--- src/rtl/selfadd_pkg.sv ---
// -----------------------------------------------------------------------------
// selfadd_pkg
// Shared definitions for the self-add accumulator array:
//   - mode encodings for the SIGNED and SAT parameters
//   - cnt_w(): width of the per-window beat counter
//   - clamp bounds for saturating arithmetic, as functions of the lane width.
//     Each bound is returned as a 64-bit pattern. The caller truncates it to W
//     bits, so the signed minimum is the plain 100..0 bit pattern.
// -----------------------------------------------------------------------------
package selfadd_pkg;

  localparam int SELFADD_WRAP     = 0;
  localparam int SELFADD_SAT      = 1;
  localparam int SELFADD_UNSIGNED = 0;
  localparam int SELFADD_SIGNED   = 1;

  // The counter must be able to hold LOOP-1. It is sized for LOOP+1 so that
  // LOOP=1 still gets a 1-bit counter.
  function automatic int cnt_w(input int loop);
    return (loop < 1) ? 1 : $clog2(loop + 1);
  endfunction

  function automatic logic [63:0] sat_umax(input int w);
    return (64'd1 << w) - 64'd1;
  endfunction

  function automatic logic [63:0] sat_umin(input int w);
    return 64'd0 & 64'(w);
  endfunction

  function automatic logic [63:0] sat_smax(input int w);
    return (64'd1 << (w - 1)) - 64'd1;
  endfunction

  function automatic logic [63:0] sat_smin(input int w);
    return 64'd1 << (w - 1);
  endfunction

endpackage

--- src/rtl/selfadd_lane_acc.sv ---
// -----------------------------------------------------------------------------
// selfadd_lane_acc
// One accumulator lane. It holds the adder with its optional clamp, the
// running sum, the sticky overflow and the registered lane output.
// Ports:
//   i_clk   - clock, rising edge
//   i_rst   - synchronous active-low reset
//   i_clr   - restart the window (already gated by halt in the top)
//   i_step  - add i_data this cycle (already gated by halt/clear in the top)
//   i_last  - this step completes the window
//   i_data  - lane operand from stage S1
//   o_data  - completed window sum
//   o_ovf   - overflow seen anywhere in the reported window
// -----------------------------------------------------------------------------
module selfadd_lane_acc
  import selfadd_pkg::*;
#(
  parameter int W      = 16,
  parameter int SIGNED = SELFADD_UNSIGNED,
  parameter int SAT    = SELFADD_WRAP
) (
  input  logic         i_clk,
  input  logic         i_rst,
  input  logic         i_clr,
  input  logic         i_step,
  input  logic         i_last,
  input  logic [W-1:0] i_data,
  output logic [W-1:0] o_data,
  output logic         o_ovf
);

  localparam bit           L_SIGNED = (SIGNED == SELFADD_SIGNED);
  localparam bit           L_SAT    = (SAT == SELFADD_SAT);
  localparam logic [W-1:0] L_UMAX   = W'(sat_umax(W));
  localparam logic [W-1:0] L_SMAX   = W'(sat_smax(W));
  localparam logic [W-1:0] L_SMIN   = W'(sat_smin(W));

  logic [W-1:0] r_acc;
  logic         r_sticky;
  logic [W-1:0] r_outData;
  logic         r_outOvf;

  logic [W:0]   w_extAcc;
  logic [W:0]   w_extIn;
  logic [W:0]   w_sum;
  logic         w_stepOvf;
  logic [W-1:0] w_result;

  // The sum is formed one bit wider than the lane. In signed mode bit W is
  // the true sign of the result. Signed overflow is therefore the top two
  // bits disagreeing, and that same true sign chooses which bound to clamp to.
  // Unsigned addition can only run past the top, so only the upper bound is
  // ever reached.
  always_comb begin
    if (L_SIGNED) begin
      w_extAcc = {r_acc[W-1], r_acc};
      w_extIn  = {i_data[W-1], i_data};
    end else begin
      w_extAcc = {1'b0, r_acc};
      w_extIn  = {1'b0, i_data};
    end
    w_sum     = w_extAcc + w_extIn;
    w_stepOvf = L_SIGNED ? (w_sum[W] ^ w_sum[W-1]) : w_sum[W];
    w_result  = w_sum[W-1:0];
    if (L_SAT && w_stepOvf) begin
      if (!L_SIGNED) begin
        w_result = L_UMAX;
      end else if (w_sum[W]) begin
        w_result = L_SMIN;
      end else begin
        w_result = L_SMAX;
      end
    end
  end

  // On the last beat the sum goes straight to the output register and the
  // accumulator restarts from zero. The next window can then begin on the
  // very next step.
  always_ff @(posedge i_clk) begin
    if (!i_rst) begin
      r_acc     <= '0;
      r_sticky  <= 1'b0;
      r_outData <= '0;
      r_outOvf  <= 1'b0;
    end else if (i_clr) begin
      r_acc    <= '0;
      r_sticky <= 1'b0;
    end else if (i_step) begin
      if (i_last) begin
        r_outData <= w_result;
        r_outOvf  <= r_sticky | w_stepOvf;
        r_acc     <= '0;
        r_sticky  <= 1'b0;
      end else begin
        r_acc    <= w_result;
        r_sticky <= r_sticky | w_stepOvf;
      end
    end
  end

  assign o_data = r_outData;
  assign o_ovf  = r_outOvf;

endmodule

--- src/rtl/selfadd_acc_array.sv ---
// -----------------------------------------------------------------------------
// selfadd_acc_array
// LANES independent W-bit accumulators. Each one sums every LOOP valid beats
// and presents the sum together with a one-cycle o_out_v.
// Ports:
//   i_clk      - clock, rising edge
//   i_rst      - synchronous active-low reset
//   i_data_v   - i_in_data valid this cycle
//   i_in_data  - lane i in bits [i*W +: W]
//   i_usr_clr  - restart the accumulation window
//   i_halt     - freeze all state
//   o_out_data - completed sums, same packing as i_in_data
//   o_out_v    - o_out_data holds a new sum
//   o_out_ovf  - per-lane overflow within the reported window
// -----------------------------------------------------------------------------
module selfadd_acc_array
  import selfadd_pkg::*;
#(
  parameter int LANES  = 2,
  parameter int W      = 16,
  parameter int LOOP   = 3,
  parameter int SIGNED = SELFADD_UNSIGNED,
  parameter int SAT    = SELFADD_WRAP
) (
  input  logic               i_clk,
  input  logic               i_rst,
  input  logic               i_data_v,
  input  logic [LANES*W-1:0] i_in_data,
  input  logic               i_usr_clr,
  input  logic               i_halt,
  output logic [LANES*W-1:0] o_out_data,
  output logic               o_out_v,
  output logic [LANES-1:0]   o_out_ovf
);

  localparam int            CW     = cnt_w(LOOP);
  localparam logic [CW-1:0] L_LAST = CW'(LOOP - 1);

  logic               r_s1Valid;
  logic [LANES*W-1:0] r_s1Data;
  logic [CW-1:0]      r_beatCnt;
  logic               r_outV;

  logic w_clr;
  logic w_step;
  logic w_last;

  // A clear in the same cycle drops the beat that is waiting in S1.
  // Halt blocks every change of state.
  assign w_clr  = i_usr_clr & ~i_halt;
  assign w_step = r_s1Valid & ~i_halt & ~i_usr_clr;
  assign w_last = (r_beatCnt == L_LAST);

  // S1 capture, beat counting and the output-valid pulse. S1 reloads even
  // when a clear is applied, so a beat that arrives with the clear becomes
  // beat 0 of the new window.
  always_ff @(posedge i_clk) begin
    if (!i_rst) begin
      r_s1Valid <= 1'b0;
      r_s1Data  <= '0;
      r_beatCnt <= '0;
      r_outV    <= 1'b0;
    end else if (!i_halt) begin
      r_s1Valid <= i_data_v;
      if (i_data_v) begin
        r_s1Data <= i_in_data;
      end
      r_outV <= 1'b0;
      if (i_usr_clr) begin
        r_beatCnt <= '0;
      end else if (r_s1Valid) begin
        if (w_last) begin
          r_beatCnt <= '0;
          r_outV    <= 1'b1;
        end else begin
          r_beatCnt <= r_beatCnt + CW'(1);
        end
      end
    end
  end

  for (genvar g = 0; g < LANES; g++) begin : g_lane
    selfadd_lane_acc #(
      .W      (W),
      .SIGNED (SIGNED),
      .SAT    (SAT)
    ) u_lane (
      .i_clk  (i_clk),
      .i_rst  (i_rst),
      .i_clr  (w_clr),
      .i_step (w_step),
      .i_last (w_last),
      .i_data (r_s1Data[g*W +: W]),
      .o_data (o_out_data[g*W +: W]),
      .o_ovf  (o_out_ovf[g])
    );
  end

  assign o_out_v = r_outV;

endmodule

--- config.mk ---
export PLATFORM = sky130hd
export DESIGN_NAME = selfadd_acc_array
export DESIGN_NICKNAME = d
export VERILOG_FILES = /design/src/rtl/selfadd_pkg.sv /design/src/rtl/selfadd_lane_acc.sv /design/src/rtl/selfadd_acc_array.sv
export SDC_FILE = /design/constraint.sdc
export NUM_CORES = 1
export LEC_CHECK = 0
export ABC_CLOCK_PERIOD_IN_PS = 3000
export BUFFER_PORTS_ARGS = -buffer_cell sky130_fd_sc_hd__buf_4
export CORE_ASPECT_RATIO = 0.5
export CORE_MARGIN = 1.5
export CORE_UTILIZATION = 43
export DETAILED_ROUTE_END_ITERATION = 8
export HOLD_SLACK_MARGIN = 0.02
export RECOVER_POWER = 50
export SYNTH_ARGS = -nofsm -noshare
export SYNTH_HDL_FRONTEND = slang
export SYNTH_SLANG_ARGS = --single-unit
export TNS_END_PERCENT = 1
--- constraint.sdc ---
create_clock -name i_clk -period 3 [get_ports i_clk]
set_input_delay 0.3 -clock i_clk [delete_from_list [all_inputs] [get_ports i_clk]]
set_output_delay 0.3 -clock i_clk [all_outputs]
set_load 0.005 [all_outputs]
==> metrics.txt, run 1 <==
xor/xnor cell area share of the yosys netlist 0.0429; skew final 0.0125 ns; # IOs 72; Mapped Avg Cell Area 8.65 sq um; Synth cell types 57; crit start category flop; Multi-input gate area 2870 sq um; Leakage Power 0.00250 uW; drt first pass iters 4; FF/Latch Area 2080 sq um; std cell rows 27; Cells after Synth 590; global-route wire length before repair 19700 microns; Max Cap Violations 1; Worst-path clk slew 0.08 ns; ANT nets after route 0; vias in the first global route 3867; VDD IR max 0.233 mV; initial core utilization 0.452; antenna violations before repair 0; Synth async-reset ratio 0; gr ovfl total 0; outcome finished with violations; area share of and/or/nand/nor cells after synthesis 0.187; Avg WL per Cell 14.8 microns; CTS resizes 0; commonest cells after routing, fill and taps aside 122 x nand2_1, 104 x dfxtp_1, 48 x buf_4; layout cell share with drive strength beyond 1 0.166; # setup viols final 0; H-tree Lvls 3; part of the Yosys area used for sequential elements 0.408; PwrDens 464 nW/um^2; Post-CTS Hold Buffers 0; core footprint 11300 sq um; die width 157 microns; post-synthesis compound-gate area fraction 0.243; commonest non-fill, non-tap cell in the layout nand2_1; Crit Path Category flop to flop; post-synthesis register bit count 104; EDFF count, synth 0; Hold/Removal Path Class input port to flop; GPL Wtd Cong 0.832; post-CTS setup buffer count 0; fillcell total 1131; Worst-Margin Slew 1.70 ns; RSZ-0062 raised after global routing false; WP data required 3.23 ns; dpl ws 0.217 ns; Vias per Instance 5.19; Adder-Cell Fraction of Synth Area 0.0863; multiplexer share of the synthesized area 0.00196; Tcrit/Tclk final 0.938; Post-route DRC 0; Initial DRC Count 181; detailed-route via count 4224; post-route setup slack 0.185 ns; largest net degree at the start of global routing 67; Layout Nets 721; synthesized area 5100 sq um; Critical Path AT 3.04 ns; kind of end point of the critical path flop; CTS buffer count 9; IO Port Bufs 71; YS warnings 0; Post-DP HPWL 8510 microns; Tmin final 2.82 ns; Final Max Slew Viols 34; Root Driver clkbuf_16; maximum clock insertion buffer count 2; Core Util, Final 0.540; largest family of logic cells by synthesized area compound AO/OA/AOI/OAI gates; antenna cells 0; worst-path fanout max 3; final setup TNS 0 ns; clk sink count 104; failing checks capacitance limit, slew limit; Hold Vio Cnt, Final 0; dominant synthesized flop cell dfxtp_1; Synth Net Count 661; worst skew pair latency 0.36 ns; gr usage total 0.203; Die Y 80.0 microns; Die ar. 12600 sq um; Max Clock Freq 0.355 GHz; total wire length 12000 microns; Rel. slew slack -0.135; area growth from synthesis to layout 19.4%; CTS tree built
cells by family after synthesis:
group | after synthesis
compound gates | 170
xor+xnor | 25
fa+ha+maj | 34
buf+inv | 39
flops | 104
mux | 1
simple gates | 217
critical path, cell delays in order, from the launching register on:
cell       delay [ns]
dfxtp_1          0.31
ha_1             0.22
fa_1             0.44
a211oi_2         0.24
o21bai_1         0.13
o41a_4           0.40
a311oi_4         0.31
a21oi_2          0.15
a2111oi_4        0.39
o31ai_1          0.12
per-layer routing:
metal | global-route usage | share of wire | up-vias
met2 | 0.321 | 0.43 | 77
met4 | 0.0509 | 0.0063 | 0
li1 | - | - | 2204
met3 | 0.0391 | 0.042 | 7
met5 | 0 | 0 | -
met1 | 0.283 | 0.52 | 1936
cell type report:
class / count / share of cell area
Timing Repair Buffer: 84 / 0.102
Clock buffer: 10 / 0.0392
Sequential cell: 104 / 0.342
Inverter: 4 / 0.00246
Tap cell: 159 / 0.0326
Multi-Input combinational cell: 447 / 0.471
Clock inverter: 6 / 0.0109
synth_stat cells (5+ instances only):
cell type,n,area share
a21boi_0,45,0.066
a21o_1,9,0.013
a21oi_1,35,0.034
a22o_1,9,0.015
a22oi_1,14,0.021
and3_1,5,0.0061
clkbuf_1,31,0.023
dfxtp_1,104,0.41
ha_1,32,0.078
nand2_1,122,0.090
nand3_1,15,0.015
nor2_1,37,0.027
nor2b_1,9,0.011
nor3_1,5,0.0049
o21ai_0,15,0.015
o41ai_1,7,0.012
xnor2_1,20,0.034
xor2_1,5,0.0086
final timing paths:
check | start | endpoint | slack [ns] | depth (start not counted)
setup reg to reg | g_lane[1].u_lane.r_acc[0]$_SDFFE_PP0P_ | g_lane[1].u_lane.o_ovf$_SDFFE_PN0P_ | 0.18 | 9
setup / recovery | g_lane[1].u_lane.r_acc[0]$_SDFFE_PP0P_ | g_lane[1].u_lane.o_ovf$_SDFFE_PN0P_ | 0.18 | 9
hold reg to reg | g_lane[0].u_lane.o_data[1]$_SDFFE_PN0P_ | g_lane[0].u_lane.o_data[1]$_SDFFE_PN0P_ | 0.46 | 2
hold / removal | i_in_data[14] | r_s1Data[14]$_SDFFE_PN0P_ | 0.19 | 3
flip-flops by register name (all words and copies together), names as in the netlist:
register                flops
g_lane.u_lane.o_data       32
g_lane.u_lane.r_acc        32
r_s1Data                   32
g_lane.u_lane.o_ovf         2
g_lane.u_lane.r_sticky      2
r_beatCnt                   2
o_out_v                     1
r_s1Valid                   1
through the flow:
| stage | instances | total power [uW] | hold slack, ns | instance area, sq um |
|---|---|---|---|---|
| finish | 814 | 2830 | 0.192 | 6090 |
| global route | 814 | 2930 | 0.204 | 6090 |
| CTS | 814 | 2860 | 0.194 | 6100 |
| detailed placement | 798 | 1650 | 0.447 | 5800 |
| global placement | 798 | 1640 | 0.439 | 5800 |
| floorplan | 590 | 1560 | 0.426 | 5100 |
power breakdown:
| group | switching, uW | internal [uW] | total (uW) |
|---|---|---|---|
| Clock | 541 | 675 | 1220 |
| Sequential | 14.3 | 1400 | 1420 |
| Combinational | 110 | 84.1 | 194 |
| Total | 665 | 2160 | 2830 |
No activity file was read; power rests on OpenSTA's default activity.
==> run 2, diff against run 1 <==
--- a/config.mk
+++ b/config.mk
@@ -6,11 +6,11 @@
 export NUM_CORES = 1
 export LEC_CHECK = 0
 export ABC_CLOCK_PERIOD_IN_PS = 3000
-export BUFFER_PORTS_ARGS = -buffer_cell sky130_fd_sc_hd__buf_4
 export CORE_ASPECT_RATIO = 0.5
 export CORE_MARGIN = 1.5
 export CORE_UTILIZATION = 43
 export DETAILED_ROUTE_END_ITERATION = 8
+export DONT_BUFFER_PORTS = 1
 export HOLD_SLACK_MARGIN = 0.02
 export RECOVER_POWER = 50
 export SYNTH_ARGS = -nofsm -noshare
==> metrics.txt, run 2 (same netlist as run 1, synthesis figures left out) <==
Critical Path AT 2.99 ns (-0.05 ns); Rel. slew slack -0.0115 (+0.123); antenna cells 0 (unchanged); Max Clock Freq 0.361 GHz (+1.8%); detailed-route via count 4049 (-4.1%); Hold Vio Cnt, Final 0 (unchanged); CP Cell Sequence ha_1, fa_2, a211oi_2, o21bai_1, o41a_4, a311oi_4, a21oi_2, a2111oi_4, o31ai_1; WP data required 3.22 ns (about the same); gr ovfl total 0 (unchanged); CTS tree built; global-route wire length before repair 19000 microns (-3.6%); clk sink count 104 (unchanged); antenna violations before repair 0 (unchanged); Max Cap Violations 1 (unchanged); area growth from synthesis to layout 8.09%; fillcell total 1144 (+1.1%); Critical-path top delay cell o41a_4; RSZ-0062 raised after global routing false; drt first pass iters 5 (+1); Root Driver clkbuf_16; hold path depth 1 (-2); worst skew pair latency 0.34 ns (-0.02 ns); # IOs 72 (unchanged); core footprint 11300 sq um (unchanged); final setup TNS 0 ns (unchanged); crit start category flop; Tmin final 2.77 ns (-0.0486 ns); R2R Path End g_lane[1].u_lane.o_ovf$_SDFFE_PN0P_; met3 Use GR 0.0483 (+0.00923); Post-DP HPWL 8190 microns (-3.8%); GPL Wtd Cong 0.846 (+1.8%); layout cell share with drive strength beyond 1 0.0588 (-0.108); hold path startpoint i_rst; worst-path fanout max 3 (unchanged); WHS Endpoint g_lane[1].u_lane.o_data[2]$_SDFFE_PN0P_; gr usage total 0.196 (-0.00617); outcome finished with violations; total wire length 11800 microns (-2.1%); Crit Path Category flop to flop; IO Port Bufs 0 (-100%); H-tree Lvls 3 (unchanged); ANT nets after route 0 (unchanged); worst r2r src g_lane[1].u_lane.r_acc[0]$_SDFFE_PP0P_; Vias per Instance 5.49 (+5.9%); most used routing layer met2; FF/Latch Area 2080 sq um (unchanged); Tcrit/Tclk final 0.922 (-0.0162); maximum clock insertion buffer count 2 (unchanged); Post-route DRC 0 (unchanged); VDD IR max 0.303 mV (+30%); Hold/Removal Path Class input port to flop; Multi-input gate area 2870 sq um (about the same); commonest non-fill, non-tap cell in the layout nand2_1; max incr delay on CP 0.39 ns (-0.05 ns); # setup viols final 0 (unchanged); Leakage Power 0.00212 uW (-15%); commonest cells after routing, fill and taps aside 122 x nand2_1, 104 x dfxtp_1, 45 x a21boi_0; largest net degree at the start of global routing 69 (+3.0%); M1 GR Usage 0.280 (-0.00264); PwrDens 491 nW/um^2 (+5.9%); failing checks capacitance limit, slew limit; Worst-Margin Slew 1.52 ns (-0.185 ns); vias in the first global route 3638 (-5.9%); Core Util, Final 0.489 (-0.0512); cell count of the worst reg-to-reg path 9 (unchanged); Post-CTS Hold Buffers 0 (unchanged); initial core utilization 0.452 (unchanged); Avg WL per Cell 16.0 microns (+8.1%); die width 157 microns (unchanged); Layout Nets 645 (-11%); kind of end point of the critical path flop; Worst R2R Setup Slack 0.23 ns (+0.05 ns); Worst-path clk slew 0.07 ns (about the same); Die ar. 12600 sq um (unchanged); Die Y 80.0 microns (unchanged); GR Util met2 0.296 (-0.0252); std cell rows 27 (unchanged); Initial DRC Count 242 (+34%); CTS buffer count 9 (unchanged); Final Max Slew Viols 34 (unchanged); skew final 0.00905 ns (-0.00345 ns)
run 2: metal layers:
layer	routed length (microns)	vias to the layer above	part of all wire
met3	481	2	0.041
met1	6240	1910	0.53
li1	-	2062	-
met4	47	0	0.0040
met5	0	-	0
met2	5010	75	0.43
run 2: repair_timing:
action,4_1_cts,5_1_grt
setup buffers,0,0
endpoints found under the setup margin,0,2
gates resized for setup,0,1
run 2: worst max-delay path by stage:
| stage | start | end | slack, ns | cells past startpoint |
|---|---|---|---|---|
| detailed placement | g_lane[1].u_lane.r_acc[0]$_SDFFE_PP0P_ | g_lane[1].u_lane.o_ovf$_SDFFE_PN0P_ | 0.18 | 9 |
| global route | g_lane[1].u_lane.r_acc[0]$_SDFFE_PP0P_ | g_lane[1].u_lane.o_ovf$_SDFFE_PN0P_ | 0.06 | 9 |
| floorplan | g_lane[1].u_lane.r_acc[0]$_SDFFE_PP0P_ | g_lane[1].u_lane.o_ovf$_SDFFE_PN0P_ | 0.36 | 9 |
| global placement | g_lane[1].u_lane.r_acc[0]$_SDFFE_PP0P_ | g_lane[1].u_lane.o_ovf$_SDFFE_PN0P_ | 0.23 | 9 |
| CTS | g_lane[1].u_lane.r_acc[0]$_SDFFE_PP0P_ | g_lane[1].u_lane.o_ovf$_SDFFE_PN0P_ | 0.17 | 9 |
| finish | g_lane[1].u_lane.r_acc[0]$_SDFFE_PP0P_ | g_lane[1].u_lane.o_ovf$_SDFFE_PN0P_ | 0.23 | 9 |
run 2: through the flow:
stage | total power (uW) | instances | area [sq um] | worst slack [ns] | hold slack (ns)
2_1_floorplan | 1560 | 590 | 5100 | 0.359 | 0.426
3_3_place_gp | 1590 | 722 | 5230 | 0.234 | 0.438
3_5_place_dp | 1590 | 722 | 5230 | 0.184 | 0.441
4_1_cts | 2750 | 737 | 5520 | 0.168 | 0.0812
5_1_grt | 2820 | 737 | 5520 | 0.0571 | 0.0803
6_report | 2710 | 737 | 5520 | 0.233 | 0.0925
run 2: cell type report:
cell class,count,share of cell area
tap,159,0.0361
sequential,104,0.377
clock buffer,11,0.0440
clock inverter,4,0.00817
multi-input combinational,447,0.521
timing repair buffer,8,0.0109
inverter,4,0.00272
run 2: power breakdown:
group          switching [uW]  internal, uW  leakage (uW)  total, uW
clock                     488           661      0.000145       1150
combinational            89.9          53.3       0.00114        143
sequential               14.7          1400      0.000842       1420
run 2: critical path: cells and delay by family, from the launching register on:
| family | cells | cell delay [ns] |
|---|---|---|
| DFF | 1 | 0.31 |
| AOI/OAI and AO/OA | 7 | 1.74 |
| adders and majority gates | 2 | 0.60 |
==> run 3, diff against run 2 <==
--- a/config.mk
+++ b/config.mk
@@ -5,7 +5,7 @@
 export SDC_FILE = /design/constraint.sdc
 export NUM_CORES = 1
 export LEC_CHECK = 0
-export ABC_CLOCK_PERIOD_IN_PS = 3000
+export ABC_CLOCK_PERIOD_IN_PS = 2720
 export CORE_ASPECT_RATIO = 0.5
 export CORE_MARGIN = 1.5
 export CORE_UTILIZATION = 43
==> constraint.sdc (replaced) <==
create_clock -name i_clk -period 2.72 [get_ports i_clk]
set_input_delay 0.272 -clock i_clk [delete_from_list [all_inputs] [get_ports i_clk]]
set_output_delay 0.272 -clock i_clk [all_outputs]
set_load 0.005 [all_outputs]
==> metrics.txt, run 3 (same netlist as run 1, synthesis figures left out) <==
std cell rows 27 (unchanged); Max Cap Violations 1 (unchanged); layout cell share with drive strength beyond 1 0.101 (+0.0417); Hold Vio Cnt, Final 0 (unchanged); detailed-route via count 4080 (+0.77%); ANT nets after route 0 (unchanged); Root Driver clkbuf_16; worst skew pair latency 0.34 ns (about the same); Rel. slew slack -0.191 (-0.179); IO Port Bufs 0 (unchanged); Avg WL per Cell 16.1 microns (+1.1%); placed cell count 733 (+1.5%); gr ovfl total 0 (unchanged); H-tree Lvls 3 (unchanged); kind of end point of the critical path flop; skew final 0.00850 ns (-0.000543 ns); Post-route DRC 0 (unchanged); final setup TNS 0 ns (unchanged); Final Power 3150 uW (+16%); Post-CTS Hold Buffers 0 (unchanged); gr usage total 0.202 (+0.00529); internal power 2470 uW (+17%); Crit Path Category flop to flop; worst-path fanout max 2 (-1); # setup viols final 0 (unchanged); Max Clock Freq 0.382 GHz (+5.7%); failing checks capacitance limit, slew limit; FF/Latch Area 2080 sq um (+0.12%); Finished Layout Cells 756 (+2.6%); clk sink count 104 (unchanged); Sw Ratio 0.216 (-0.00273); Post-DP HPWL 8360 microns (+2.1%); commonest non-fill, non-tap cell in the layout nand2_1; vias in the first global route 3914 (+7.6%); die width 157 microns (unchanged); Tmin final 2.62 ns (-0.150 ns); Critical-path top delay cell o41a_4; Tcrit/Tclk final 0.962 (+0.0398); Initial DRC Count 214 (-12%); Die Y 80.0 microns (unchanged); commonest cells after routing, fill and taps aside 122 x nand2_1, 102 x dfxtp_1, 44 x a21boi_0; antenna violations before repair 0 (unchanged); RSZ-0062 raised after global routing true; Hold/Removal Path Class input port to flop; area growth from synthesis to layout 12.6%; Worst-path clk slew 0.07 ns (about the same); core footprint 11300 sq um (unchanged); # IOs 72 (unchanged); global-route wire length before repair 19600 microns (+3.3%); total wire length 12200 microns (+3.7%); Leakage Power 0.00225 uW (+5.8%); Final Max Slew Viols 34 (unchanged); Layout Nets 663 (+2.8%); Net Sw Power 680 uW (+15%); Critical Path AT 2.85 ns (-0.14 ns); CTS tree built; PwrDens 548 nW/um^2 (+11%); largest net degree at the start of global routing 69 (unchanged); VDD IR max 0.259 mV (-15%); crit start category flop; CP Cell Sequence ha_4, fa_2, a211oi_2, o21bai_1, o41a_4, a311oi_4, a21oi_2, buf_4, xnor2_1, o41ai_1; GPL Wtd Cong 0.823 (-2.7%); outcome finished with violations; Comb power frac 0.053 (about the same); power share of the sequential group 0.497 (-0.026); Die ar. 12600 sq um (unchanged); CTS buffer count 9 (unchanged); Multi-input gate area 2910 sq um (+1.4%); Vias per Instance 5.40 (-1.8%); antenna cells 0 (unchanged); fillcell total 1127 (-1.5%); Worst-Margin Slew 1.79 ns (+0.269 ns); clock power share 0.450 (+0.026); max incr delay on CP 0.38 ns (about the same); WP data required 2.96 ns (-0.26 ns); drt first pass iters 4 (-1); maximum clock insertion buffer count 2 (unchanged); initial core utilization 0.452 (unchanged)
run 3: cell types whose count changed in the layout (fill, tap and decap cells not counted), sizes merged:
cell and delta:
buf +17, bufinv +1, clkbuf +1
run 3: stage by stage:
step | hold slack, ns | utilization | instance area (sq um) | setup slack, ns
2_1_floorplan | 0.408 | - | 5100 | 0.0786
3_3_place_gp | 0.411 | 0.472 | 5320 | 0.0528
3_5_place_dp | 0.414 | 0.472 | 5320 | -0.000652
4_1_cts | 0.0533 | 0.507 | 5720 | 0.00138
5_1_grt | 0.0443 | 0.509 | 5750 | -0.0370
6_report | 0.0596 | 0.509 | 5750 | 0.103
run 3: timing repair:
item	in CTS	in global routing
gates resized for setup	5	6
pin swaps	6	9
hold endpoints to repair	0	0
endpoints found under the setup margin	2	8
setup buffers	7	0
run 3: worst paths after layout:
check | slack, ns | depth (start not counted) | from | end
worst max-delay path | 0.10 | 10 | g_lane[1].u_lane.r_acc[0]$_SDFFE_PP0P_ | g_lane[1].u_lane.r_acc[14]$_SDFFE_PP0P_
worst min-delay path | 0.06 | 1 | i_rst | g_lane[1].u_lane.o_data[2]$_SDFFE_PN0P_
worst min register to register | 0.47 | 2 | g_lane[0].u_lane.r_acc[9]$_SDFFE_PP0P_ | g_lane[0].u_lane.r_acc[9]$_SDFFE_PP0P_
worst max register to register | 0.10 | 10 | g_lane[1].u_lane.r_acc[0]$_SDFFE_PP0P_ | g_lane[1].u_lane.r_acc[14]$_SDFFE_PP0P_
run 3: cell type report:
cell class,count,area share
clock buffers,11,0.0440
inverters,4,0.00261
clock inverters,5,0.0137
well taps,159,0.0346
flip-flops and latches,104,0.363
multi-input cells,447,0.507
repair buffers,26,0.0355
run 3: per-layer routing:
metal,part of all wire,track usage,vias to the layer above
li1,-,-,2098
met3,0.039,0.0483,7
met4,0.0073,0.0491,0
met5,0,0,-
met1,0.51,0.273,1914
met2,0.45,0.324,61
run 3: power by group through the flow:
stage                     Clock (uW)  Sequential (uW)  Combinational, uW
after floorplan                    0             1590                134
after global placement             0             1600                164
after detailed placement           0             1600                166
after CTS                       1450             1560                167
after global routing            1510             1560                187
final                           1420             1560                167
run 3: worst max-delay path, delay by kind of cell, from the launching register on:
family,cells,cell delay [ns]
xor gates and xnor gates,1,0.13
buffers and inverters,1,0.15
adders and majority gates,2,0.52
DFF,1,0.34
AOI/OAI and AO/OA,6,1.38
